<file path="config.mk">
export PLATFORM = sky130hd
export DESIGN_NAME = dmem_arbiter
export DESIGN_NICKNAME = d
export VERILOG_FILES = /design/src/rtl/dmem_arbiter.sv
export SDC_FILE = /design/constraint.sdc
export NUM_CORES = 1
export LEC_CHECK = 0
export CORE_AREA = 5 5 118 120
export CTS_BUF_LIST = sky130_fd_sc_hd__clkbuf_8
export DETAILED_ROUTE_END_ITERATION = 16
export DIE_AREA = 0 0 123 125
export MAX_ROUTING_LAYER = met4
export PLACE_DENSITY_LB_ADDON = 0.15
export SLEW_MARGIN = 10
export SYNTH_ARGS = -nofsm -noshare
export SYNTH_HDL_FRONTEND = slang
export SYNTH_SLANG_ARGS = --single-unit
</file>
<file path="constraint.sdc">
create_clock -name clk -period 3.45 [get_ports clk]
set_input_delay 0.5175 -clock clk [delete_from_list [all_inputs] [get_ports clk]]
set_output_delay 0.5175 -clock clk [all_outputs]
set_load 0.05 [all_outputs]
</file>
<file path="src/rtl/dmem_arbiter.sv">
// Two-port arbiter in front of a single synchronous-read data RAM.
// Port A has priority; a starvation counter forces one port B grant after STARVE_LIMIT refusals.
module dmem_arbiter #(
   parameter int STARVE_LIMIT = 4,
   parameter int CNT_W        = 4
) (
   input  logic        clk,
   input  logic        reset,
   input  logic        a_req,
   input  logic [3:0]  a_wen,
   input  logic [31:0] a_addr,
   input  logic [31:0] a_wdata,
   output logic        a_gnt,
   output logic        a_rvalid,
   output logic [31:0] a_rdata,
   input  logic        b_req,
   input  logic [3:0]  b_wen,
   input  logic [31:0] b_addr,
   input  logic [31:0] b_wdata,
   output logic        b_gnt,
   output logic        b_rvalid,
   output logic [31:0] b_rdata,
   output logic        ram_en,
   output logic [3:0]  ram_wen,
   output logic [31:0] ram_addr,
   output logic [31:0] ram_wdata,
   input  logic [31:0] ram_rdata
);

   typedef enum logic [1:0] {
      RESP_NONE = 2'd0,
      RESP_A    = 2'd1,
      RESP_B    = 2'd2
   } resp_e;

   localparam logic [CNT_W-1:0] LIMIT = CNT_W'(STARVE_LIMIT);

   resp_e            resp_q, resp_d;
   logic [CNT_W-1:0] starve_q, starve_d;
   logic [31:0]      a_rdata_q, a_rdata_d;
   logic [31:0]      b_rdata_q, b_rdata_d;
   logic             force_b;

   assign force_b = b_req && (starve_q == LIMIT);
   assign a_gnt   = a_req && !force_b;
   assign b_gnt   = b_req && (!a_req || force_b);
   assign ram_en  = a_gnt | b_gnt;

   always_comb begin
      ram_addr  = a_addr;
      ram_wdata = a_wdata;
      ram_wen   = 4'b0000;
      if (b_gnt) begin
         ram_addr  = b_addr;
         ram_wdata = b_wdata;
         ram_wen   = b_wen;
      end else if (a_gnt) begin
         ram_wen = a_wen;
      end
   end

   // Owner of the read data the RAM will present next cycle.
   always_comb begin
      resp_d = RESP_NONE;
      if (a_gnt && (a_wen == 4'b0000)) begin
         resp_d = RESP_A;
      end else if (b_gnt && (b_wen == 4'b0000)) begin
         resp_d = RESP_B;
      end
   end

   always_comb begin
      starve_d = starve_q;
      if (!b_req || b_gnt) begin
         starve_d = '0;
      end else if (starve_q != LIMIT) begin
         starve_d = starve_q + 1'b1;
      end
   end

   // A response is dropped while reset is held so nothing in flight survives it.
   assign a_rvalid = (resp_q == RESP_A) && !reset;
   assign b_rvalid = (resp_q == RESP_B) && !reset;

   assign a_rdata_d = a_rvalid ? ram_rdata : a_rdata_q;
   assign b_rdata_d = b_rvalid ? ram_rdata : b_rdata_q;
   assign a_rdata   = a_rdata_d;
   assign b_rdata   = b_rdata_d;

   always_ff @(posedge clk) begin
      if (reset) begin
         resp_q    <= RESP_NONE;
         starve_q  <= '0;
         a_rdata_q <= '0;
         b_rdata_q <= '0;
      end else begin
         resp_q    <= resp_d;
         starve_q  <= starve_d;
         a_rdata_q <= a_rdata_d;
         b_rdata_q <= b_rdata_d;
      end
   end

endmodule

</file>
==> summary.txt, run 1 <==
Synth
  – Top post-synthesis cells by area: mux2_2 39%, dfxtp_1 37%, and2b_1 12%, buf_6 3.3%, mux2i_1 1.3%
  – Cells after synthesis: 323
  – Syn Std Cell Area: approximately 0.0037 mm²
  – EDFF count, synth: 0
  – Ys flop type: dfxtp_1
  – Synth Register Bits: 70
  – Distinct cells, synth: 24
  – Yosys warns: 0
  – Register area share after synthesis: 0.3745
  – Synth async-reset ratio: 0
  – Top cell type's share of synthesized area: 0.3852
  – Cell taking the most area after synthesis: mux2_2
  – Syn_nets: 497
  – Post-Syn Area per Cell: 11.59 µm²

Floorplan
  – Die Wd: 123 µm
  – Cell Rows: 42
  – I/O Pins: approximately 310
  – Initial Utilization: 0.2907
  – Core Area: 0.01287 mm²
  – Die Ht: 125 µm
  – Die footprint: around 0.015 mm²

Worst setup path
  – Worst path cell trace: clkdlybuf4s50_1, inv_1, a21oi_4, buf_12, mux2_2, buf_4
  – Critical path type: input pin to primary output
  – CP top delay family: buffers and inverters
  – Critical path fanouts, max: 65
  – Critical path endpoint category: primary output
  – Setup slack, reg-to-reg: 1.74 ns
  – Worst Path Buf+Inv: 4
  – Slowest CP cell: clkdlybuf4s50_1
  – Reg2Reg Launch Point: resp_q[1]
  – R2R Path End: b_rdata_q[4]
  – CP max stage delay: 0.57 ns
  – R2R depth: 4
  – Critical Path AT: 2.36 ns
  – Worst endpoint required time: approximately 2.9 ns
  – Critical path startpoint category: input pin

GRT
  – First-pass GRT wire length: around 20000 µm
  – Largest net degree at the start of global routing: 66
  – Vias in the first global route: 3735
  – Gr usage total: 0.1804
  – Gr ovfl total: 0
  – Initial antenna violation count: 0

Layout
  – Sequential cell area: approximately 0.0014 mm²
  – Syn-to-layout area delta: 85.26%
  – # fillers: 1158
  – Post-Layout Cell Count: 808
  – # diodes: 0
  – Fin nets: 801
  – Area of the multi-input gates: 0.002151 mm²
  – Layout cells sized above 1: 0.4604

STA
  – Final hold vios: 0
  – Final worst-path cycle share: 0.8354
  – Fmax achieved: 0.3470 GHz
  – TNS Setup: 0 ns
  – RSZ-0062 raised after global routing: false
  – Hold_ws: 0.4681 ns
  – Final setup violation count: 0
  – Worst Skew: 0.005175 ns
  – Slew of the pin with the lowest slew margin: around 0.57 ns
  – Worst relative slew slack: 0.6214
  – Fin. max-slew vios: 0
  – Min Clock Period, post-route: a little under 3 ns

Run
  – MaxCap Viol Count: 0

Min path
  – HP Class: flop to flop
  – Hold Path Origin: starve_q[0]
  – Worst Hold Depth: 1
  – Worst hold endpoint: starve_q[0]

Clock network
  – Gates resized, CTS repair: 0
  – Root buf cell: clkbuf_8
  – Cts hold-fix bufs: 0
  – Worst-skew pair later-pin latency: 0.34 ns
  – Total CTS buffers: 9
  – TritonCTS clock tree: built
  – H-tree levels: 3
  – Clock Tree Buf Depth: 2
  – Clock sink total: 70
  – Post-CTS Setup Inserts: 0
  – Clock transition at the registers of the reported paths: 0.07 ns

Power
  – VDD IR-drop max: 0.0001543 V
  – Sequential share of power: 0.346
  – Comb pwr share: 0.305
  – Int Pwr: 0.001654 W
  – Power per cell area: about 340 mW/mm²
  – Leak pwr: 3.225 nW
  – Net Sw Power: 0.0006905 W
  – Clk pwr share: 0.349
  – Sw Ratio: 0.2945

Detailed routing
  – DR vias: 3498
  – ANT nets after route: 0
  – Final WL: ~14000 µm
  – DRT Pass-1 Iters: 4
  – Routed len/inst: 17.52 µm
  – Detailed-route DRC error count: 0
  – Starting DRT DRC Count: 97
  – Vias per cell: between 4 and 5

Run status
  – Outcome: completed

Placement
  – DP HPWL: between 10000 and 15000 µm
  – Count of port buffers added during placement: roughly 310
  – Dpl cells: 792
  – GP Congestion: 0.8760
[cell usage after synthesis (all sizes together) (2+ instances only)]
cell / instances
buf: 14
and2b: 58
nand2: 5
nor3: 3
mux2i: 5
ha: 2
mux2: 128
clkbuf: 7
nor2b: 6
nor2: 5
nor3b: 2
inv: 9
dfxtp: 70
[power by group through the flow]
stage,clock [W],combinational [W],sequential [W]
after CTS,0.000850,0.000721,0.000811
after floorplan,0,0.000374,0.000830
final,0.000819,0.000714,0.000811
after global placement,0,0.000714,0.000830
after detailed placement,0,0.000719,0.000831
after global routing,0.000883,0.000741,0.000812
[state kept, by name, indices dropped and copies added, names as in the netlist]
name       cells
resp_q         2
b_rdata_q     32
starve_q       4
a_rdata_q     32
[routing by layer]
metal,up-vias,global-route usage,share of wire
li1,1709,-,-
met2,159,0.3207,0.52
met1,1608,0.1964,0.39
met4,0,0.06189,0.032
met3,22,0.03975,0.056
met5,-,-,0
[area by class of cell]
class,instances,area share
Timing Repair Buffer,314,0.4144
Tap cell,176,0.03176
Multi-Input combinational cell,223,0.3102
Sequential cell,70,0.2021
Clock buffer,10,0.01985
Inverter,9,0.004873
Clock inverter,6,0.01678
[through the flow]
stage	setup slack, ns	total power [W]	utilization	instance area [µm²]
after floorplan	0.9896	0.001204	-	3742
after global placement	0.6157	0.001545	0.5188	6679
after detailed placement	0.5854	0.001549	0.5188	6679
after CTS	0.5797	0.002382	0.5385	6933
after global routing	0.4943	0.002436	0.5385	6933
final	0.5680	0.002345	0.5385	6933
[cell usage in the layout, fill, tap and decap left out, types with 2 or more instances in the layout]
master           Yosys  routed
clkinv_4             0       2
nand2_1              5       5
bufinv_16            0       3
ha_1                 2       2
dfxtp_1             70      70
nor2_1               5       5
inv_1                9       9
nor2b_1              6       6
nor3b_4              2       2
buf_4                1     134
buf_12               0       7
and2b_1             58      58
nor3_1               3       3
mux2i_1              5       5
clkbuf_8             0      10
clkdlybuf4s50_1      0     172
mux2_2             128     128
[logic make-up (layout without fill, tap and decap cells)]
| logic type | after synthesis | after routing | synth area share |
|---|---|---|---|
| AOI/OAI and AO/OA | 2 | 2 | 0.002672 |
| xor gates and xnor gates | 1 | 1 | 0.002341 |
| adders and majority gates | 2 | 2 | 0.006686 |
| buffers and inverters | 30 | 339 | 0.05383 |
| DFF | 70 | 70 | 0.3745 |
| muxes | 133 | 133 | 0.3985 |
| and+or+nand+nor | 85 | 85 | 0.1615 |
[worst max-delay path by stage]
stage | endpoint | slack (ns) | cells after the start | from
after global placement | ram_addr[18] | 0.62 | 6 | b_req
after CTS | ram_addr[18] | 0.58 | 6 | b_req
after global routing | ram_addr[18] | 0.49 | 6 | b_req
final | ram_addr[18] | 0.57 | 6 | b_req
after detailed placement | ram_addr[18] | 0.59 | 6 | b_req
after floorplan | ram_wen[0] | 0.99 | 5 | starve_q[0]
No activity file was read; power rests on OpenSTA's default activity.
==> run 2: changes to the inputs <==
--- a/config.mk
+++ b/config.mk
@@ -5,10 +5,10 @@
 export SDC_FILE = /design/constraint.sdc
 export NUM_CORES = 1
 export LEC_CHECK = 0
-export CORE_AREA = 5 5 118 120
+export CORE_MARGIN = 5
+export CORE_UTILIZATION = 30
 export CTS_BUF_LIST = sky130_fd_sc_hd__clkbuf_8
 export DETAILED_ROUTE_END_ITERATION = 16
-export DIE_AREA = 0 0 123 125
 export MAX_ROUTING_LAYER = met4
 export PLACE_DENSITY_LB_ADDON = 0.15
 export SLEW_MARGIN = 10
==> constraint.sdc (replaced) <==
create_clock -name clk -period 2.6 [get_ports clk]
set_input_delay 0.39 -clock clk [delete_from_list [all_inputs] [get_ports clk]]
set_output_delay 0.39 -clock clk [all_outputs]
set_load 0.05 [all_outputs]
==> summary.txt, run 2 (same netlist as run 1, synthesis figures left out) <==
Detailed routing
  – Routed len/inst: 19.51 µm
  – Final WL: 15900 µm
  – Starting DRT DRC Count: 135
  – Met3 Routed Length: 1170 µm
  – ANT nets after route: 0
  – Wire length on met1: 5752 µm
  – Detailed-route DRC error count: 0
  – Met2 wire length: 8487 µm
  – Vias per cell: 4.445
  – DR vias: between 3000 and 4000
  – Highest metal used: met4
  – DRT Pass-1 Iters: 4

Worst setup path
  – R2R depth: 7
  – Slowest CP cell: mux2_2
  – Critical Path AT: approximately 2.2 ns
  – Critical path fanouts, max: 8
  – Worst endpoint required time: 2.21 ns
  – Critical path endpoint category: primary output
  – Crit. path cell count: 8
  – Reg2Reg Launch Point: starve_q[0]
  – Setup slack, reg-to-reg: 0.98 ns
  – Critical path startpoint category: flop
  – Worst setup path startpoint: starve_q[0]
  – Worst path cell trace: inv_1, ha_4, nand3b_1, a21oi_4, buf_12, clkbuf_16, mux2_2, buf_6
  – CP top delay family: buffers and inverters
  – CP max stage delay: 0.35 ns
  – Critical path type: flop to primary output
  – Worst Path Buf+Inv: 4

Clock network
  – Clock sink total: 70
  – H-tree levels: 3
  – Root buf cell: clkbuf_8
  – Clock transition at the registers of the reported paths: about 0.070 ns
  – Total CTS buffers: 9
  – Worst-skew pair later-pin latency: 0.34 ns
  – Clock Tree Buf Depth: 2
  – TritonCTS clock tree: built

Power
  – Comb pwr share: 0.370
  – Sw Ratio: 0.3276
  – Leak pwr: 3.412 nW
  – Sequential share of power: 0.372
  – Int Pwr: 0.001948 W
  – Clk pwr share: 0.259
  – Power per cell area: slightly below 400 mW/mm²
  – VDD IR-drop max: 0.0001854 V
  – Net Sw Power: around 0.00095 W
  – Final Power: 0.002896 W

Run
  – MaxCap Viol Count: 0

Layout
  – Top flop regs: a_rdata_q (32), b_rdata_q (32), starve_q (4)
  – Layout Utilization: 0.6075
  – Final instance area: around 0.0074 mm²
  – Syn-to-layout area delta: 96.62%
  – Fin nets: between 800 and 900
  – Leading cell type in the layout, fill and taps excluded: clkdlybuf4s50_1
  – Layout cells sized above 1: 0.4814
  – Commonest non-fill, non-tap cells in the layout: 171 x clkdlybuf4s50_1, 117 x mux2_2, 89 x buf_4

Placement
  – Placed Instance Area: 0.006699 mm²
  – Count of port buffers added during placement: 308
  – DP HPWL: 12130 µm
  – GP Congestion: 0.8634

STA
  – Final worst-path cycle share: 0.9827
  – Fin. max-slew vios: 0
  – Worst relative slew slack: 0.6351
  – Fmax achieved: 0.3914 GHz
  – Hold_ws: 0.3346 ns
  – Worst Skew: 0.005333 ns
  – Final hold vios: 0
  – Final setup violation count: 0
  – Slew of the pin with the lowest slew margin: ~0.55 ns
  – Min Clock Period, post-route: 2.555 ns

GRT
  – Largest net degree at the start of global routing: 67
  – First-pass GRT wire length: 21570 µm
  – Gr usage total: 0.1982
  – Gr ovfl total: 0
  – Vias in the first global route: 3867
  – Initial antenna violation count: 0

Min path
  – Hold Path Origin: reset
  – HP Class: input pin to flop
  – Worst Hold Depth: 2

Floorplan
  – Cell Rows: 40
  – Die Wd: 121.7 µm
  – Die footprint: 0.01481 mm²
  – Core Area: 0.01211 mm²
  – Die Ht: between 100 and 150 µm
  – Initial Utilization: 0.3090
  – I/O Pins: roughly 300

Run status
  – Outcome: completed
-- run 2: worst register-to-register path, cell delays in order, from the launching register on --
cell and delay (ns):
dfxtp_2 0.33, inv_1 0.07, ha_4 0.16, nand3b_1 0.16, buf_4 0.14, buf_4 0.10
or3b_2 0.46, nor2_1 0.13
-- run 2: final timing paths --
path	end
min	starve_q[3]
min reg2reg	starve_q[0]
max	ram_wdata[27]
max reg2reg	starve_q[2]
-- run 2: through the flow --
| stage | cells | TNS (ns) | worst slack (ns) |
|---|---|---|---|
| after global routing | 814 | -2.049 | -0.04809 |
| after floorplan | 323 | 0 | 0.2671 |
| after CTS | 804 | -0.8400 | -0.02941 |
| after detailed placement | 785 | 0 | 0.1299 |
| final | 815 | 0 | 0.04510 |
| after global placement | 785 | 0 | 0.1409 |
-- run 2: final cells by class --
type	instances	area (µm²)
tap	168	210.2
sequential	70	1404
antenna	1	2.502
multi-input combinational	223	2208
inverter	9	33.78
clock buffer	9	123.9
clock inverter	6	38.79
fill	991	4753
timing repair buffer	329	3337
-- run 2: routing by layer --
metal / up-vias / GRT usage
met5: - / -
met4: 0 / 0.07983
met3: 24 / 0.05989
met2: 166 / 0.3478
met1: 1691 / 0.2078
li1: 1742 / -
-- run 2: repair_timing --
item / 4_1_cts / 5_1_grt
setup buffers: 2 / 5
endpoints found under the setup margin: 64 / 64
pin swaps: 1 / 2
cloned: 2 / 5
hold buffers: 0 / 0
gates resized for setup: 44 / 29
-- run 2: power groups by stage --
stage / logic [W] / registers (W) / clock network, W
after floorplan: 0.000496 / 0.00110 / 0
after global placement: 0.000953 / 0.00110 / 0
after detailed placement: 0.000957 / 0.00110 / 0
after CTS: 0.00102 / 0.00108 / 0.000789
after global routing: 0.00111 / 0.00108 / 0.000836
final: 0.00107 / 0.00108 / 0.000749
